[src/rtl/rv32i_chk_mon.sv]
// rv32i_chk_mon: run-time protocol/consistency monitor for a 5-stage RV32I core.
// Evaluates 13 cycle-level rules on the fetch, decode, retire and data memory
// interfaces. Each rule has an enable bit and a sticky fail flag. The block also
// keeps the first failure (ID, PC and timestamp), saturating live/fail counters
// and an optional halt request.
// Ports:
//   clk, rst_n                    clock, asynchronous active-low reset
//   pc_r, de_*, mw_valid_r        observed pipeline state
//   stall, flush                  observed pipeline control
//   dmem_*                        observed data memory request
//   chk_en, halt_on_fail, clr     control: per-check enable, halt policy, clear
//   fail_sticky, any_fail         per-check sticky flags and their OR
//   halt_req                      registered halt request to the core
//   ff_valid/ff_id/ff_pc/ff_ts    first-failure record
//   live_cnt, fail_cnt            saturating statistics
module rv32i_chk_mon #(
  parameter int CNT_W        = 16,
  parameter int TS_W         = 32,
  parameter int HANG_TIMEOUT = 256,
  parameter int WARMUP       = 2
) (
  input  logic             clk,
  input  logic             rst_n,
  input  logic [31:0]      pc_r,
  input  logic [31:0]      de_instruction_r,
  input  logic             de_valid_r,
  input  logic             de_branch_taken,
  input  logic [31:0]      de_branch_target,
  input  logic             mw_valid_r,
  input  logic             stall,
  input  logic             flush,
  input  logic [31:0]      dmem_addr,
  input  logic [3:0]       dmem_byte_en,
  input  logic             dmem_wr_en,
  input  logic             dmem_rd_en,
  input  logic [12:0]      chk_en,
  input  logic             halt_on_fail,
  input  logic             clr,
  output logic [12:0]      fail_sticky,
  output logic             any_fail,
  output logic             halt_req,
  output logic             ff_valid,
  output logic [3:0]       ff_id,
  output logic [31:0]      ff_pc,
  output logic [TS_W-1:0]  ff_ts,
  output logic [CNT_W-1:0] live_cnt,
  output logic [CNT_W-1:0] fail_cnt
);

  localparam int                WU_W     = $clog2(WARMUP + 1);
  localparam logic [WU_W-1:0]   WU_DONE  = WU_W'(WARMUP);
  localparam logic [CNT_W:0]    HANG_LIM = (CNT_W + 1)'(HANG_TIMEOUT);
  localparam logic [CNT_W:0]    CNT_MAX  = {1'b0, {CNT_W{1'b1}}};

  // Number of checks failing in one cycle (at most 13).
  function automatic logic [3:0] f_popcount13(input logic [12:0] v);
    logic [3:0] n;
    n = 4'd0;
    for (int i = 0; i < 13; i++) n = n + {3'd0, v[i]};
    return n;
  endfunction

  // Lowest set bit index; scanning downward lets the lowest index win.
  function automatic logic [3:0] f_lowest_id(input logic [12:0] v);
    logic [3:0] id;
    id = 4'd0;
    for (int i = 12; i >= 0; i--) begin
      if (v[i]) id = 4'(i);
      else      id = id;
    end
    return id;
  endfunction

  logic [WU_W-1:0]  r_warm;
  logic [TS_W-1:0]  r_ts;
  logic [31:0]      r_prev_pc;
  logic [31:0]      r_prev_instr;
  logic [31:0]      r_prev_target;
  logic             r_prev_stall;
  logic             r_prev_flush;
  logic             r_prev_redirect;
  logic [CNT_W-1:0] r_hang_cnt;
  logic [12:0]      r_fail_sticky;
  logic             r_any_fail;
  logic             r_halt;
  logic             r_ff_valid;
  logic [3:0]       r_ff_id;
  logic [31:0]      r_ff_pc;
  logic [TS_W-1:0]  r_ff_ts;
  logic [CNT_W-1:0] r_live_cnt;
  logic [CNT_W-1:0] r_fail_cnt;

  logic             w_live;
  logic             w_access;
  logic             w_hang_hit;
  logic [CNT_W:0]   w_hang_inc;
  logic [12:0]      w_ok;
  logic [12:0]      w_fail;
  logic [CNT_W:0]   w_fail_sum;
  logic [CNT_W:0]   w_live_sum;

  assign w_live     = (r_warm == WU_DONE);
  assign w_access   = dmem_wr_en | dmem_rd_en;
  assign w_hang_inc = {1'b0, r_hang_cnt} + {{CNT_W{1'b0}}, 1'b1};
  // The hang fires on the idle cycle that brings the run of idle cycles to the limit.
  assign w_hang_hit = w_live && !mw_valid_r && (w_hang_inc == HANG_LIM);
  assign w_fail_sum = {1'b0, r_fail_cnt} + (CNT_W + 1)'(f_popcount13(w_fail));
  assign w_live_sum = {1'b0, r_live_cnt} + {{CNT_W{1'b0}}, 1'b1};

  // Evaluate every rule for this cycle against last cycle's snapshot.
  always_comb begin
    w_ok     = {13{1'b1}};
    w_ok[0]  = (pc_r[1:0] == 2'b00);
    w_ok[1]  = r_prev_stall || r_prev_flush || (pc_r == r_prev_pc + 32'd4);
    w_ok[2]  = !r_prev_stall || (pc_r == r_prev_pc);
    w_ok[3]  = !(stall && flush);
    w_ok[4]  = !r_prev_flush || !de_valid_r;
    w_ok[5]  = !r_prev_stall || (de_instruction_r == r_prev_instr);
    w_ok[6]  = !r_prev_stall || !mw_valid_r;
    w_ok[7]  = !(dmem_wr_en && dmem_rd_en);
    w_ok[8]  = !dmem_wr_en || (dmem_byte_en != 4'b0000);
    w_ok[9]  = !(w_access && (dmem_byte_en == 4'b1111)) || (dmem_addr[1:0] == 2'b00);
    w_ok[10] = !(w_access && ((dmem_byte_en == 4'b0011) || (dmem_byte_en == 4'b1100)))
               || !dmem_addr[0];
    w_ok[11] = !r_prev_redirect || (pc_r == r_prev_target);
    w_ok[12] = !w_hang_hit;
    w_fail   = w_live ? (chk_en & ~w_ok) : 13'd0;
  end

  // Warmup counter, free-running timestamp and previous-cycle snapshot.
  always_ff @(posedge clk or negedge rst_n) begin
    if (!rst_n) begin
      r_warm          <= {WU_W{1'b0}};
      r_ts            <= {TS_W{1'b0}};
      r_prev_pc       <= 32'd0;
      r_prev_instr    <= 32'd0;
      r_prev_target   <= 32'd0;
      r_prev_stall    <= 1'b0;
      r_prev_flush    <= 1'b0;
      r_prev_redirect <= 1'b0;
    end else begin
      if (!w_live) r_warm <= r_warm + {{(WU_W - 1){1'b0}}, 1'b1};
      r_ts            <= r_ts + {{(TS_W - 1){1'b0}}, 1'b1};
      r_prev_pc       <= pc_r;
      r_prev_instr    <= de_instruction_r;
      r_prev_target   <= de_branch_target;
      r_prev_stall    <= stall;
      r_prev_flush    <= flush;
      r_prev_redirect <= de_valid_r && de_branch_taken && !stall;
    end
  end

  // Hang watchdog: counts consecutive live cycles without retirement.
  always_ff @(posedge clk or negedge rst_n) begin
    if (!rst_n) begin
      r_hang_cnt <= {CNT_W{1'b0}};
    end else if (clr || mw_valid_r || w_hang_hit) begin
      r_hang_cnt <= {CNT_W{1'b0}};
    end else if (w_live) begin
      r_hang_cnt <= w_hang_inc[CNT_W-1:0];
    end
  end

  // Result state: sticky flags, first-failure record, statistics, halt request.
  always_ff @(posedge clk or negedge rst_n) begin
    if (!rst_n) begin
      r_fail_sticky <= 13'd0;
      r_any_fail    <= 1'b0;
      r_halt        <= 1'b0;
      r_ff_valid    <= 1'b0;
      r_ff_id       <= 4'd0;
      r_ff_pc       <= 32'd0;
      r_ff_ts       <= {TS_W{1'b0}};
      r_live_cnt    <= {CNT_W{1'b0}};
      r_fail_cnt    <= {CNT_W{1'b0}};
    end else if (clr) begin
      // Clear dominates: failures seen in this cycle are dropped.
      r_fail_sticky <= 13'd0;
      r_any_fail    <= 1'b0;
      r_halt        <= 1'b0;
      r_ff_valid    <= 1'b0;
      r_ff_id       <= 4'd0;
      r_ff_pc       <= 32'd0;
      r_ff_ts       <= {TS_W{1'b0}};
      r_live_cnt    <= {CNT_W{1'b0}};
      r_fail_cnt    <= {CNT_W{1'b0}};
    end else begin
      r_fail_sticky <= r_fail_sticky | w_fail;
      r_any_fail    <= |(r_fail_sticky | w_fail);
      // Uses the flags already visible, so halt trails the sticky bit by one cycle.
      r_halt        <= halt_on_fail && r_any_fail;
      if (w_live) begin
        r_live_cnt <= (w_live_sum > CNT_MAX) ? CNT_MAX[CNT_W-1:0] : w_live_sum[CNT_W-1:0];
      end
      r_fail_cnt <= (w_fail_sum > CNT_MAX) ? CNT_MAX[CNT_W-1:0] : w_fail_sum[CNT_W-1:0];
      if (!r_ff_valid && (w_fail != 13'd0)) begin
        r_ff_valid <= 1'b1;
        r_ff_id    <= f_lowest_id(w_fail);
        r_ff_pc    <= pc_r;
        r_ff_ts    <= r_ts;
      end
    end
  end

  assign fail_sticky = r_fail_sticky;
  assign any_fail    = r_any_fail;
  assign halt_req    = r_halt;
  assign ff_valid    = r_ff_valid;
  assign ff_id       = r_ff_id;
  assign ff_pc       = r_ff_pc;
  assign ff_ts       = r_ff_ts;
  assign live_cnt    = r_live_cnt;
  assign fail_cnt    = r_fail_cnt;

endmodule

[config.mk]
export PLATFORM = sky130hd
export DESIGN_NAME = rv32i_chk_mon
export DESIGN_NICKNAME = d
export VERILOG_FILES = /design/src/rtl/rv32i_chk_mon.sv
export SDC_FILE = /design/constraint.sdc
export NUM_CORES = 1
export LEC_CHECK = 0
export CORE_UTILIZATION = 35
export CTS_BUF_LIST = sky130_fd_sc_hd__clkbuf_8
export DETAILED_ROUTE_END_ITERATION = 6
export GPL_TIMING_DRIVEN = 0
export PLACE_DENSITY = 0.58
export SYNTH_ARGS = -nofsm -noshare
export SYNTH_HDL_FRONTEND = slang
export SYNTH_SLANG_ARGS = --single-unit
[constraint.sdc]
create_clock -name clk -period 8.2 [get_ports clk]
set_input_delay 1.64 -clock clk [delete_from_list [all_inputs] [get_ports clk]]
set_output_delay 1.64 -clock clk [all_outputs]
set_load 0.05 [all_outputs]
==> impl_metrics.toml <==
[job]
cap_violations = 0

[synth]
synth_fa_ha_area_share_pct = 2.89
ys_warn_count = 0
synth.ff_latch_count = 265
async_flop_share_pct = 100
synth_top_area_cell = "dfrtp_1"
synth-xor-area-share_pct = 11.3
synth_top_area_share_pct = 50.5
syn_area_per_cell_um2 = 10.6
syn-cell-area_mm2 = 0.0131
synth_ff_type = "dfrtp_1"
synth_cell_types = 63
syn_inst = 1239
synth_top_family_by_area = "simple AND/OR/NAND/NOR gates"
synth_edf_count = 0
synth_nets = 1420
synth_compound_area_share_pct = 6.58
synth-simple-area-share_pct = 20.4
synth.area.mux_share_pct = 5.34
synth_seq_area_share_pct = 50.5
synthTopCellsByArea = "dfrtp_1 50%, xnor2_1 8.4%, nand2b_1 6.5%"

[critical_path]
cp-start-kind = "input pin"
worst_ep_required_time_ps = 8720
crit_fanout = 10
critPathKind = "in -> reg"
end_kind = "register"
arrival_ps = 8240

[timing]
min_period_over_period_pct = 94.1
rsz0062_at_grt = "no"
setup_viol = 0
clock_skew_ps = 16.2
final_hold_viol_count = 0
slew_violations = 0
maxSlewHeadroom_pct = 29.9
period_minus_slack_ps = 7710
max_freq_mhz = 130
max_slew.worst_pin.slew_ps = 1050
layout_setup_ws_ps = 486

[clock_tree]
cts.clk_slew.worst_paths_ps = 60
cts-root-buf = "clkbuf_8"
clock-sinks = 265
cts_tree = "yes"
cts_buffers = 48
worstSkewPairLatency_ps = 610
clock_path_buffers = 3
htreeDepth = 2

[route]
drt-total-wl_mm = 37.0
drt_iter0_markers = 497
first_pass_iters = 5
drc = 0
post_drt_via_cell_ratio = 4.93
ant_nets = 0
route.vias.total = 10000
wl_per_cell_um = 18.1

[floorplan]
die_area_mm2 = 0.0383
start_util_pct = 35.7
die_h_um = 196
ioPinCount = 272
die_w_um = 196
placementRows = 70
core_mm2 = 0.0368

[finish]
fillerInstances = 3499
fin_util_pct = 46.9
seq_area_mm2 = 0.00663
multi_input_area_mm2 = 0.00612
layout.nets = 1713
final_common_cell = "dfrtp_1"
syn_to_final_growth_pct = 31.2
drive_gt1_share_pct = 5.93
most-common-layout-cells = "265 x dfrtp_1, 240 x clkdlybuf4s50_1, 136 x nand2b_1"
final_cells = 2038

[place]
dp.cells = 1950
hpwlAfterDp_mm = 26.8
gp_congestion = 0.876
portBuffers = 241
dpl_worst_slack_ps = -288

[power_and_ir_drop]
leakage_nw = 7.15
powerDensity_mw_per_mm2 = 192
max-vdd-ir-drop_uv = 135

[status]
status = "complete, no violations"

[grt]
grt_pass1_wl_mm = 58.0
grt_antenna_before_repair = 4
grt_pass1_vias = 10300
grt_start_max_net_pins = 105
grt_usage_pct = 19.6
grt.overflow.total = 0

[min_path]
min_path_type = "reg -> reg"
-- final cells by class --
class	instances	share of cell area [%]
flip-flops and latches	265	38.5
multi-input cells	880	35.5
repair buffers	243	14.3
clock buffers	56	4.47
well taps	468	3.40
clock inverters	30	1.54
plain buffers	56	1.44
inverters	38	0.827
diodes	2	0.0290
-- cells by family after synthesis --
logic type | Yosys count
adder cells (fa/ha/maj) | 25
AO/OA/AOI/OAI | 127
buffers and inverters | 94
multiplexers | 70
AND/OR/NAND/NOR | 488
flip-flops | 265
XOR/XNOR | 170
-- worst paths after layout --
kind	start	endpoint	slack, ps	cells past startpoint
setup / recovery	pc_r[25]	fail_cnt[7]$_DFF_PN0_	490	23
max in group asynchronous	rst_n	ff_ts[26]$_DFFE_PN0P_	6280	2
hold reg to reg	r_warm[0]$_DFFE_PN0N_	r_warm[0]$_DFFE_PN0N_	470	1
min in group asynchronous	rst_n	r_prev_instr[29]$_DFF_PN0_	990	1
setup reg to reg	r_prev_pc[25]$_DFF_PN0_	fail_cnt[7]$_DFF_PN0_	1620	23
hold / removal	r_warm[0]$_DFFE_PN0N_	r_warm[0]$_DFFE_PN0N_	470	1
-- cells in the mapped netlist, drive strengths merged, types with 7 or more instances --
master / number
mux2i: 69
xnor2: 126
ha: 16
and4: 13
nand2: 59
and2: 7
inv: 38
and3: 22
nor3: 20
a31oi: 14
nand2b: 136
fa: 9
clkbuf: 44
o21ai: 16
nand3: 57
nor2: 89
or4: 7
nand4: 43
xor2: 44
a21oi: 34
a211oi: 14
nor4: 11
dfrtp: 265
buf: 12
-- timing repair --
item | in CTS | in global routing
resized for setup | 0 | 1
buffers inserted | 0 | 0
endpoints found under the hold margin | 0 | 0
hold buffers | 0 | 0
setup endpoints to repair | 0 | 10
-- through the flow --
stage	hold slack (ps)	total power [mW]	TNS (ps)	cell area [um2]
after floorplan	437	1.74	0	13100
after global placement	454	1.98	-1693860	16100
after detailed placement	457	1.98	-2690	16200
after CTS	473	3.38	0	17200
after global routing	486	3.49	0	17200
final	470	3.31	0	17200
-- worst max-delay path, cell delays in order --
cell and delay [ps]:
clkdlybuf4s50_1 580, xor2_1 260, or4_1 520, or4_1 470
o2111ai_2 370, inv_1 110, fa_1 510, inv_1 50
fa_1 470, fa_1 530, fa_1 430, inv_1 70
ha_1 160, inv_1 60, fa_1 390, nor2b_1 130
o21a_1 150, o21ai_0 90, nand2b_1 110, nand3_1 120
or3_1 490, clkbuf_1 300, a21oi_1 220
-- metal layers --
layer  up-vias  track usage, %  share of wire (%)
li1       4868               -                  -
met1      4865            26.0                 45
met2       249            31.0                 46
met3        65            4.42                5.5
met4         2            7.78                2.8
met5         -               0              0.030
-- where the power goes --
part           internal, mW  switching [mW]
Sequential             1.36          0.0357
Combinational         0.232           0.322
Clock                 0.780           0.584
-- registers in the layout, indices dropped and copies added (netlist names), 13 cells and up --
register	count
fail_cnt	16
ff_pc	32
r_hang_cnt	16
r_ts	32
ff_ts	32
r_prev_target	32
r_prev_pc	32
live_cnt	16
fail_sticky	13
r_prev_instr	32
Power figures use the tool's default switching activity.
